### src/rtl/des_pkg.sv
// rtl/des_pkg.sv - DES tables, state type and permutation helpers shared by the encrypt and decrypt datapaths
// Purpose: FIPS 46-3 permutation tables, S-boxes and key shift schedule.
// Ports: none (package). Bit convention everywhere: DES bit n lives at vector index (width - n).
package des_pkg;

    typedef enum logic [1:0] {ST_IDLE, ST_ROUND, ST_DONE} des_state_e;

    localparam int IP_T [64] = '{58,50,42,34,26,18,10,2, 60,52,44,36,28,20,12,4,
                                 62,54,46,38,30,22,14,6, 64,56,48,40,32,24,16,8,
                                 57,49,41,33,25,17,9,1,  59,51,43,35,27,19,11,3,
                                 61,53,45,37,29,21,13,5, 63,55,47,39,31,23,15,7};
    localparam int IPI_T [64] = '{40,8,48,16,56,24,64,32, 39,7,47,15,55,23,63,31,
                                  38,6,46,14,54,22,62,30, 37,5,45,13,53,21,61,29,
                                  36,4,44,12,52,20,60,28, 35,3,43,11,51,19,59,27,
                                  34,2,42,10,50,18,58,26, 33,1,41,9,49,17,57,25};
    localparam int E_T [48] = '{32,1,2,3,4,5, 4,5,6,7,8,9, 8,9,10,11,12,13, 12,13,14,15,16,17,
                                16,17,18,19,20,21, 20,21,22,23,24,25, 24,25,26,27,28,29, 28,29,30,31,32,1};
    localparam int P_T [32] = '{16,7,20,21,29,12,28,17, 1,15,23,26,5,18,31,10,
                                2,8,24,14,32,27,3,9,    19,13,30,6,22,11,4,25};
    localparam int PC1_T [56] = '{57,49,41,33,25,17,9, 1,58,50,42,34,26,18, 10,2,59,51,43,35,27,
                                  19,11,3,60,52,44,36, 63,55,47,39,31,23,15, 7,62,54,46,38,30,22,
                                  14,6,61,53,45,37,29, 21,13,5,28,20,12,4};
    localparam int PC2_T [48] = '{14,17,11,24,1,5, 3,28,15,6,21,10, 23,19,12,4,26,8, 16,7,27,20,13,2,
                                  41,52,31,37,47,55, 30,40,51,45,33,48, 44,49,39,56,34,53, 46,42,50,36,29,32};
    localparam int SHIFTS [16] = '{1,1,2,2,2,2,2,2,1,2,2,2,2,2,2,1};

    // Each S-box is 4 rows of 16 nibbles, row 0 column 0 in the top nibble.
    localparam logic [255:0] SBOX [8] = '{
        256'hE4D12FB83A6C5907_0F74E2D1A6CB9538_41E8D62BFC973A50_FC8249175B3EA06D,
        256'hF18E6B34972DC05A_3D47F28EC01A69B5_0E7BA4D158C6932F_D8A13F42B67C05E9,
        256'hA09E63F51DC7B428_D709346A285ECBF1_D6498F30B12C5AE7_1AD069874FE3B52C,
        256'h7DE3069A1285BC4F_D8B56F03472C1AE9_A690CB7DF13E5284_3F06A1D8945BC72E,
        256'h2C417AB6853FD0E9_EB2C47D150FA3986_421BAD78F9C5630E_B8C71E2D6F09A453,
        256'hC1AF92680D34E75B_AF427C9561DE0B38_9EF528C3704A1DB6_432C95FABE17608D,
        256'h4B2EF08D3C975A61_D0B7491AE35C2F86_14BDC37EAF680592_6BD814A7950FE23C,
        256'hD2846FB1A93E50C7_1FD8A374C56B0E92_7B419CE206ADF358_21E74A8DFC90356B};

    function automatic logic [63:0] ip(input logic [63:0] x);
        logic [63:0] y;
        for (int i = 0; i < 64; i++) y[6'(63 - i)] = x[6'(64 - IP_T[i])];
        return y;
    endfunction

    function automatic logic [63:0] ip_inv(input logic [63:0] x);
        logic [63:0] y;
        for (int i = 0; i < 64; i++) y[6'(63 - i)] = x[6'(64 - IPI_T[i])];
        return y;
    endfunction

    function automatic logic [47:0] e_exp(input logic [31:0] x);
        logic [47:0] y;
        for (int i = 0; i < 48; i++) y[6'(47 - i)] = x[5'(32 - E_T[i])];
        return y;
    endfunction

    function automatic logic [31:0] p_perm(input logic [31:0] x);
        logic [31:0] y;
        for (int i = 0; i < 32; i++) y[5'(31 - i)] = x[5'(32 - P_T[i])];
        return y;
    endfunction

    // Parity bits (DES bits 8,16,..,64) are simply never selected.
    function automatic logic [55:0] pc1(input logic [63:0] x);
        logic [55:0] y;
        for (int i = 0; i < 56; i++) y[6'(55 - i)] = x[6'(64 - PC1_T[i])];
        return y;
    endfunction

    function automatic logic [47:0] pc2(input logic [55:0] x);
        logic [47:0] y;
        for (int i = 0; i < 48; i++) y[6'(47 - i)] = x[6'(56 - PC2_T[i])];
        return y;
    endfunction

    // Row comes from the outer bits, column from the middle four.
    function automatic logic [3:0] sbox(input int n, input logic [5:0] b);
        logic [255:0] t;
        logic [5:0]   idx;
        t   = SBOX[n];
        idx = {b[5], b[0], b[4:1]};
        return t[8'(255 - 4 * idx) -: 4];
    endfunction

endpackage

### src/rtl/des_encrypt_iter_if.sv
// rtl/des_encrypt_iter_if.sv - job input and ciphertext output handshakes of the DES encryptor
// Purpose: bundles the in_*/out_* valid/ready channels and the busy flag.
// Ports: master = job producer / ciphertext consumer, slave = encryptor.
interface des_encrypt_iter_if;
    logic        in_valid;
    logic        in_ready;
    logic [63:0] in_data;
    logic [63:0] in_key;
    logic        out_valid;
    logic        out_ready;
    logic [63:0] out_data;
    logic        busy;

    modport master (output in_valid, in_data, in_key, out_ready,
                    input  in_ready, out_valid, out_data, busy);
    modport slave  (input  in_valid, in_data, in_key, out_ready,
                    output in_ready, out_valid, out_data, busy);
endinterface

### src/rtl/des_round_f.sv
// rtl/des_round_f.sv - combinational DES round function f(R, K)
// Purpose: E-expansion, key mix, S-box substitution and P permutation.
// Ports: r_i (32) right half, k_i (48) round key, f_o (32) result.
module des_round_f
    import des_pkg::*;
(
    input  logic [31:0] r_i,
    input  logic [47:0] k_i,
    output logic [31:0] f_o
);

    logic [47:0] x;
    logic [31:0] s;

    always_comb begin
        x = e_exp(r_i) ^ k_i;
        s = '0;
        for (int i = 0; i < 8; i++) begin
            s[5'(31 - 4 * i) -: 4] = sbox(i, x[6'(47 - 6 * i) -: 6]);
        end
        f_o = p_perm(s);
    end

endmodule

### src/rtl/des_encrypt_iter.sv
// rtl/des_encrypt_iter.sv - iterative DES encryptor, ROUNDS_PER_CYCLE Feistel rounds per clock
// Purpose: accepts plaintext+key, runs 16 rounds, presents ciphertext until consumed.
// Ports: clk, rst_n (async active-low), bus (slave: in_valid/in_ready/in_data/in_key,
//        out_valid/out_ready/out_data, busy).
module des_encrypt_iter
    import des_pkg::*;
#(
    parameter int ROUNDS_PER_CYCLE = 1
) (
    input  logic               clk,
    input  logic               rst_n,
    des_encrypt_iter_if.slave  bus
);

    localparam int RPC = ROUNDS_PER_CYCLE;

    generate
        if (!(RPC == 1 || RPC == 2 || RPC == 4 || RPC == 8 || RPC == 16)) begin : g_bad_rpc
            $error("ROUNDS_PER_CYCLE must be 1, 2, 4, 8 or 16");
        end
    endgenerate

    des_state_e  state_q, state_d;
    logic [4:0]  cnt_q, cnt_d;
    logic [31:0] l_q, l_d, r_q, r_d;
    logic [27:0] c_q, c_d, dk_q, dk_d;
    logic [63:0] out_data_q, out_data_d;
    logic        out_valid_q, out_valid_d;

    // Unrolled round chain: index 0 is the registered state, index RPC the result.
    logic [31:0] l_s  [RPC+1];
    logic [31:0] r_s  [RPC+1];
    logic [27:0] c_s  [RPC+1];
    logic [27:0] dk_s [RPC+1];
    logic [47:0] k_s  [RPC];
    logic [31:0] f_s  [RPC];

    assign l_s[0]  = l_q;
    assign r_s[0]  = r_q;
    assign c_s[0]  = c_q;
    assign dk_s[0] = dk_q;

    generate
        for (genvar g = 0; g < RPC; g++) begin : g_round
            logic [3:0] ridx;
            logic       one;
            assign ridx = cnt_q[3:0] + 4'(g);
            assign one  = (SHIFTS[ridx] == 1);
            assign c_s[g+1]  = one ? {c_s[g][26:0], c_s[g][27]}     : {c_s[g][25:0], c_s[g][27:26]};
            assign dk_s[g+1] = one ? {dk_s[g][26:0], dk_s[g][27]}   : {dk_s[g][25:0], dk_s[g][27:26]};
            assign k_s[g]    = pc2({c_s[g+1], dk_s[g+1]});
            des_round_f u_round_f (.r_i(r_s[g]), .k_i(k_s[g]), .f_o(f_s[g]));
            assign l_s[g+1] = r_s[g];
            assign r_s[g+1] = l_s[g] ^ f_s[g];
        end
    endgenerate

    always_comb begin
        state_d     = state_q;
        cnt_d       = cnt_q;
        l_d         = l_q;
        r_d         = r_q;
        c_d         = c_q;
        dk_d        = dk_q;
        out_data_d  = out_data_q;
        out_valid_d = out_valid_q;
        case (state_q)
            ST_IDLE: begin
                if (bus.in_valid) begin
                    {l_d, r_d}  = ip(bus.in_data);
                    {c_d, dk_d} = pc1(bus.in_key);
                    cnt_d       = '0;
                    state_d     = ST_ROUND;
                end
            end
            ST_ROUND: begin
                l_d   = l_s[RPC];
                r_d   = r_s[RPC];
                c_d   = c_s[RPC];
                dk_d  = dk_s[RPC];
                cnt_d = cnt_q + 5'(RPC);
                if (cnt_d == 5'd16) begin
                    // Final swap: the output permutation takes R16 as the left half.
                    out_data_d  = ip_inv({r_s[RPC], l_s[RPC]});
                    out_valid_d = 1'b1;
                    state_d     = ST_DONE;
                end
            end
            ST_DONE: begin
                if (bus.out_ready) begin
                    out_valid_d = 1'b0;
                    state_d     = ST_IDLE;
                end
            end
            default: state_d = ST_IDLE;
        endcase
    end

    always_ff @(posedge clk or negedge rst_n) begin
        if (!rst_n) begin
            state_q     <= ST_IDLE;
            cnt_q       <= '0;
            l_q         <= '0;
            r_q         <= '0;
            c_q         <= '0;
            dk_q        <= '0;
            out_data_q  <= '0;
            out_valid_q <= 1'b0;
        end else begin
            state_q     <= state_d;
            cnt_q       <= cnt_d;
            l_q         <= l_d;
            r_q         <= r_d;
            c_q         <= c_d;
            dk_q        <= dk_d;
            out_data_q  <= out_data_d;
            out_valid_q <= out_valid_d;
        end
    end

    assign bus.in_ready  = (state_q == ST_IDLE);
    assign bus.busy      = (state_q != ST_IDLE);
    assign bus.out_valid = out_valid_q;
    assign bus.out_data  = out_data_q;

endmodule

### src/flat_wrapper.sv
// flat-port wrapper written by rule: the top's interface ports become plain ports
module des_encrypt_iter_flat import des_pkg::*;
#(
    parameter int ROUNDS_PER_CYCLE = 1
)
  (clk, rst_n, bus_in_valid, bus_in_data, bus_in_key, bus_out_ready, bus_in_ready, bus_out_valid, bus_out_data, bus_busy);
  des_encrypt_iter_if bus_i ();
  input  logic clk;
  input  logic rst_n;
  input wire logic [$bits(bus_i.in_valid)-1:0] bus_in_valid;
  input wire logic [$bits(bus_i.in_data)-1:0] bus_in_data;
  input wire logic [$bits(bus_i.in_key)-1:0] bus_in_key;
  input wire logic [$bits(bus_i.out_ready)-1:0] bus_out_ready;
  output wire logic [$bits(bus_i.in_ready)-1:0] bus_in_ready;
  output wire logic [$bits(bus_i.out_valid)-1:0] bus_out_valid;
  output wire logic [$bits(bus_i.out_data)-1:0] bus_out_data;
  output wire logic [$bits(bus_i.busy)-1:0] bus_busy;
  assign bus_i.in_valid = bus_in_valid;
  assign bus_i.in_data = bus_in_data;
  assign bus_i.in_key = bus_in_key;
  assign bus_i.out_ready = bus_out_ready;
  assign bus_in_ready = bus_i.in_ready;
  assign bus_out_valid = bus_i.out_valid;
  assign bus_out_data = bus_i.out_data;
  assign bus_busy = bus_i.busy;
  des_encrypt_iter #(.ROUNDS_PER_CYCLE(ROUNDS_PER_CYCLE)) u_core (.clk(clk), .rst_n(rst_n), .bus(bus_i));
endmodule
### config.mk
export PLATFORM = sky130hd
export DESIGN_NAME = des_encrypt_iter_flat
export DESIGN_NICKNAME = d
export VERILOG_FILES = /design/src/rtl/des_pkg.sv /design/src/rtl/des_encrypt_iter_if.sv /design/src/rtl/des_round_f.sv /design/src/rtl/des_encrypt_iter.sv /design/src/flat_wrapper.sv
export SDC_FILE = /design/constraint.sdc
export NUM_CORES = 1
export LEC_CHECK = 0
export ABC_AREA = 1
export BUFFER_PORTS_ARGS = -buffer_cell sky130_fd_sc_hd__buf_2
export CORE_MARGIN = 2
export CORE_UTILIZATION = 35
export CTS_CLUSTER_SIZE = 30
export DETAILED_ROUTE_END_ITERATION = 16
export PLACE_DENSITY = 0.57
export SLEW_MARGIN = 5
export SYNTH_ARGS = -nofsm -noshare
export SYNTH_HDL_FRONTEND = slang
export SYNTH_SLANG_ARGS = --single-unit
### constraint.sdc
create_clock -name clk -period 7.95 [get_ports clk]
set_input_delay 0.795 -clock clk [delete_from_list [all_inputs] [get_ports clk]]
set_output_delay 0.795 -clock clk [all_outputs]
set_load 0.02 [all_outputs]
## Word level (Yosys, flattened, before mapping)

Memories as Yosys holds them, arrays and structs flattened.
Cells that the tools add are included.

- ROM bits: 512
- Input bits: 132
- Memories kept: 1
- Output and inout port bits: 67
- Register bits: 116

- Add/sub/neg operators: 5
- Eq/ne operators: 7
- Bitwise logic cells: 3
- Shift operators: 4
- Mux-type cells: 17
- $lt $le $gt $ge: 1
- Reductions and logical operators: 8

Memories:

| name | words | width | rd ports | clocked after memory_dff | write ports | line | source |
|---|---|---|---|---|---|---|---|
| (no name shown) | 16 | 32 | 1 | 0 | 0 | des_encrypt_iter.sv:48 | `assign one = (SHIFTS[ridx] == 1);` |

Operators with widths:

| kind | number |
|---|---|
| 259-bit by 9-bit variable part select with 3-bit output, first input constant | 2 |
| 259-bit by 9-bit variable part select with 2-bit output, first input constant | 1 |
| 259-bit by 9-bit variable part select with 4-bit output, first input constant | 1 |
| 32-bit two-way mux | 4 |
| 32-bit case mux with 2 select lines | 1 |
| 28-bit two-way mux | 2 |
| 28-bit case mux with 2 select lines | 1 |
| 32-bit by 2-bit equality test with 1-bit output, second input constant | 1 |
| 8-bit subtractor, first input constant | 4 |
| 32-bit bitwise XOR | 1 |
| 24-bit bitwise XOR | 1 |
| 5-bit case mux with 2 select lines | 1 |
| 2-bit two-way mux | 3 |
| 2-bit case mux with 3 select lines | 1 |
| 3-bit AND reduction | 2 |
| 2-bit nonzero test | 3 |
| 5-bit by 1-bit adder with 5-bit output, second input constant | 1 |
| 5-bit equality test, second input constant | 1 |
| 5-bit >= comparator, second input constant | 1 |
| 5-bit two-way mux | 1 |
| 4-bit NOT with 5-bit output | 1 |
| 2-bit inequality test, second input constant | 2 |
| 2-bit AND reduction | 2 |
| 2-bit by 1-bit equality test with 1-bit output, second input constant | 1 |
| 5 further kinds | 6 |

## Longest topological paths before layout

- Depth after elaboration: 11
- Mapped depth: 22
- Mapped depth without buffers: 21

## By module

From an unflattened synthesis, not the netlist that was laid out.

- Cell total of the unflattened synthesis: 1,180
- Area, all modules: 8,821.0 um^2

Modules (own cells, without submodules):

| module | cells each | sequential area each (um^2) | area an instance (um^2) | times used |
|---|---|---|---|---|
| des_encrypt_iter | 903 | 3,603.5 | 7,319.5 | 1 |
| des_round_f | 277 | 0.0 | 1,501.4 | 1 |

## Worst setup path after synthesis

OpenSTA, ideal clock, no wires.

- Path kind: register -> register
- Start point: reg u_core.cnt_q[0]
- End point: reg u_core.r_q[10]
- Stages on the path, launching flop included: 22
- Clock period less this slack: 2.521 ns
- Data required time: 7.833 ns
- Path slack: 5.429 ns
- Path buffers: 1
- Arrival: 2.403 ns
- Cell sequence: dfrtp_1 > inv_1 > ha_1 > o21ai_1 > nand2_4 > nand2_8 > buf_6 > nand2_1 > o21ai_1 > nand2_1 > nand2_1 > ha_1 > inv_1 > nand2_1 > nand3_1 > nand2_1 > nand2_1 > nand2_1 > nand2_1 > nand3_1 > nand3_1 > nand2_1

- Word-level cells in the longest chain between the ends: 11

Ends and longest elaborated chain:

| element | line | source |
|---|---|---|
| start: declaration | des_encrypt_iter.sv:24 | `logic [4:0] cnt_q, cnt_d;` |
| start signal: assignment | des_encrypt_iter.sv:111 | `cnt_q <= cnt_d;` |
| 4-bit NOT with 5-bit output (implied by the code) | des_encrypt_iter.sv:48 |  |
| memory read 16 x 32 bit | -- |  |
| 32-bit two-way mux (implied by the code) (2 in series) | des_encrypt_iter.sv:48 |  |
| 32-bit by 2-bit equality test with 1-bit output | des_encrypt_iter.sv:48 |  |
| 28-bit two-way mux | des_encrypt_iter.sv:50 | `assign dk_s[g+1] = one ? {dk_s[g][26:0], dk_s[g][27]} : {dk_s[g][25:0], dk_s[g][27:26]};` |
| 24-bit bitwise XOR | des_round_f.sv:16 | `x = e_exp(r_i) ^ k_i;` |
| 8-bit subtractor | des_pkg.sv:81 | `return t[8'(255 - 4 * idx) -: 4];` |
| 259-bit by 9-bit variable part select with 4-bit output | des_pkg.sv:81 |  |
| 32-bit bitwise XOR | des_encrypt_iter.sv:54 | `assign r_s[g+1] = l_s[g] ^ f_s[g];` |
| 32-bit case mux with 2 select lines | des_encrypt_iter.sv:67 | `case (state_q)` |
| end signal: assignment | des_encrypt_iter.sv:113 | `r_q <= r_d;` |
| end: declaration | des_encrypt_iter.sv:25 | `logic [31:0] l_q, l_d, r_q, r_d;` |

No other way between the ends. The select of a mux whose other input is x is not followed.
A chain may end at the register's enable or synchronous reset.

## Worst setup path in the final report

Same ends and word-level chain as after synthesis.

==> out/qor.csv <==
stage,metric,value,unit
route,Pre-antenna DRT Iters,4,
global_routing,total gr overflow,0,
sta,Final Critical Period,3.13,ns
logic_synthesis,Area contributors post-synth,"dfrtp_1 36%, nand2_1 15%, nand3_1 6.8%, buf_4 6.5%, inv_1 6.2%",
logic_synthesis,Seq cells post-synth,79,
place,RePlAce Congestion,0.822,
setup_path,cell chain of the critical path,inv_1 > ha_1 > o21ai_1 > nand2_4 > nand2_8 > nand2_1 > o21ai_1 > nand2_1 > nand2_1 > ha_1 > inv_1 > nand2_1 > nand3_1 > nand2_1 > nand2_1 > nand2_1 > nand2_1 > nand3_1 > nand3_1 > nand2_1,
logic_synthesis,Netlist cell types,37,
global_routing,largest net degree at the start of global routing,80,
clock_network,hold-fix buffers at CTS,0,
final_layout,share of layout cells above drive strength 1,0.144,
place,post-DP HPWL,9.38,mm
global_routing,initial antenna violation count,0,
final_layout,Fill cells,1672,
logic_synthesis,Post-Syn Area,5550,sq um
clock_network,Sink Count,79,
setup_path,crit path DAT,3.36,ns
clock_network,CTS tree,built,
clock_network,# H-tree levels,3,
sta,f_max,319,MHz
route,Via-to-Cell Ratio,4.60,
die,Core Box Area,15700,sq um
logic_synthesis,Synth top cells by count,"215 x nand2_1, 92 x inv_1, 79 x dfrtp_1, 75 x nand3_1, 56 x o21ai_0",
route,Antenna Nets Post-Route,0,
hold_path,Worst Hold Class,flop to flop,
global_routing,global-route wire length before repair,22.2,mm
setup_path,Critical Path RT,8.18,ns
setup_path,WS Path Type,flop to flop,
die,io pins,199,
logic_synthesis,Mean Syn Cell Area,7.46,sq um
setup_path,CP Capture Type,flop,
clock_network,setup bufs post-CTS,0,
clock_network,root buffer cell,clkbuf_16,
setup_path,worst flop-to-flop path startpoint,u_core.cnt_q[0],
final_layout,Layout area overhead,8.82,%
sta,Slew Limit Headroom,0.285,
setup_path,CP max stage delay,0.43,ns
logic_synthesis,share of the synthesized area in the top cell type,0.356,
die,Die ar.,16900,sq um
die,floorplan die height,130,microns
global_routing,GRT Util Overall,0.169,
logic_synthesis,synthesized instance count,744,
logic_synthesis,Syn. warnings,0,
sta,unrepaired setup endpoints after global routing,false,
die,Die Wd,130,microns
route,Remaining DRCs,0,
job,Max Cap Violations,0,
clock_network,clock-pin slew on the worst setup and hold paths,0.06,ns
sta,Fin. Hold Viols,0,
place,Port Buffer Count,50,
setup_path,FF-to-FF End,u_core.r_q[10],
sta,Least-Margin Pin Slew,1.07,ns
setup_path,CP max-delay cell,dfrtp_1,
route,DRT iter0 DRCs,273,
logic_synthesis,top-count cell post-synth,nand2_1,
sta,Final setup viols,0,
sta,"Slew Viols, Final",0,
die,Starting Density,0.353,
clock_network,PostCTS Resize Cnt,0,
global_routing,vias in the first global route,4375,
sta,Worst Skew,0.00612,ns
setup_path,Startpoint Class,flop,
clock_network,Worst-Skew Late Latency,0.34,ns
logic_synthesis,commonest register cell after synthesis,dfrtp_1,
die,Site Rows,46,
clock_network,CTS buffer count,9,
sta,final worst-path cycle share,0.394,
setup_path,Most Frequent Cell on Critical Path,nand2_1,
hold_path,WHS Path Cells,2,
sta,Final TNS setup,0,ns
logic_synthesis,Synth async-reset ratio,1.00,
final_layout,NumNets Final,938,
run_status,outcome,"finished, final reports clean",
final_layout,Antenna diodes,0,
setup_path,reg2reg setup slack,4.82,ns
hold_path,startpoint of the worst hold path,u_core.r_q[13],
route,via count,4613,
route,DR WL/cell,13.1,microns
logic_synthesis,Post-synth EDFFs,0,
setup_path,worst r2r path cells,20,
logic_synthesis,cell taking the most area after synthesis,dfrtp_1,
route,final WL,13.2,mm
hold_path,Worst Hold End,u_core.r_q[13],
setup_path,"Max FO, Critical Path",55,
clock_network,CTS Buffer Depth,2,
logic_synthesis,post-synthesis sequential area ratio,0.356,
==> worst max-delay path by stage <==
stage / from / end / slack, ns / cells past startpoint
3_3_place_gp: u_core.cnt_q[0] / u_core.r_q[10] / 4.84 / 20
2_1_floorplan: u_core.cnt_q[0] / u_core.r_q[10] / 5.43 / 21
5_1_grt: u_core.cnt_q[0] / u_core.r_q[10] / 4.46 / 20
6_report: u_core.cnt_q[0] / u_core.r_q[10] / 4.82 / 20
4_1_cts: u_core.cnt_q[0] / u_core.r_q[10] / 4.79 / 20
3_5_place_dp: u_core.cnt_q[0] / u_core.r_q[10] / 4.83 / 20
==> worst max-delay path, delay by kind of cell, from the launching register on <==
family	cells	cell delay [ns]
fa+ha+maj	2	0.50
buf+inv	2	0.15
flops	1	0.43
simple gates	14	1.49
compound gates	2	0.42
==> per-layer routing <==
layer  global-route usage  vias to the layer above  share of wire
li1                     -                     2347              -
met4               0.0658                        0          0.024
met5                    0                        -              0
met1                0.225                     2129           0.47
met3               0.0332                       20          0.048
met2                0.270                      117           0.46
==> final cells by class <==
| type | instances | area, sq um | area share |
|---|---|---|---|
| Multi-Input combinational cell | 541 | 2880 | 0.477 |
| Sequential cell | 79 | 1980 | 0.327 |
| Inverter | 99 | 374 | 0.0620 |
| Timing Repair Buffer | 53 | 275 | 0.0456 |
| Tap cell | 216 | 270 | 0.0448 |
| Clock buffer | 9 | 225 | 0.0373 |
| Clock inverter | 6 | 38.8 | 0.00642 |
==> metrics by stage <==
| stage | hold WS (ns) | util | area, sq um | instances | worst slack, ns |
|---|---|---|---|---|---|
| 5_1_grt | 0.509 | 0.384 | 6040 | 1003 | 4.46 |
| 2_1_floorplan | 0.449 | - | 5730 | 791 | 5.43 |
| 6_report | 0.475 | 0.384 | 6040 | 1003 | 4.82 |
| 3_5_place_dp | 0.463 | 0.367 | 5770 | 988 | 4.83 |
| 3_3_place_gp | 0.462 | 0.367 | 5770 | 988 | 4.84 |
| 4_1_cts | 0.481 | 0.384 | 6040 | 1003 | 4.79 |
==> cells by family after synthesis <==
| kind of cell | after synthesis | synth area share |
|---|---|---|
| simple gates | 340 | 0.266 |
| buf+inv | 171 | 0.157 |
| compound gates | 116 | 0.132 |
| flops | 79 | 0.356 |
| fa+ha+maj | 23 | 0.0519 |
| xor+xnor | 14 | 0.0356 |
| other cells | 1 | 0.000676 |
==> flip-flops by register name (all words and copies together), names as in the netlist <==
signal and cells:
u_core.dk_q 28, u_core.cnt_q 5, u_core.bus.out_data 16, u_core.bus.out_valid 1, u_core.l_q 7, u_core.state_q 2, u_core.r_q 20
==> cell usage in the layout (no fill, tap or decap) <==
cell and count:
o31ai_1 1, inv_1 92, nand4_1 2, xor2_4 2, buf_4 4, o211ai_1 6
clkinv_2 3, a21oi_1 3, ha_1 23, o21ai_1 9, nand2_2 9, a21oi_2 1
xor2_1 7, clkinvlp_4 2, nor3b_1 1, nand2_4 5, nor2_2 1, o21ai_0 56
o21ai_4 3, clkinv_4 1, clkbuf_16 9, xor2_2 5, conb_1 48, nand2_1 215
a211oi_1 1, nand3_2 1, o22ai_1 15, inv_4 1, inv_2 6, buf_2 49
nand3_1 75, a22oi_1 2, nor2_1 26, nand2_8 1, o21ai_2 10, nand3b_1 4
dfrtp_1 79, o221ai_1 9
Power is not shown: default switching activity piles up to over one toggle a cycle in this logic, so the estimate is an artifact.
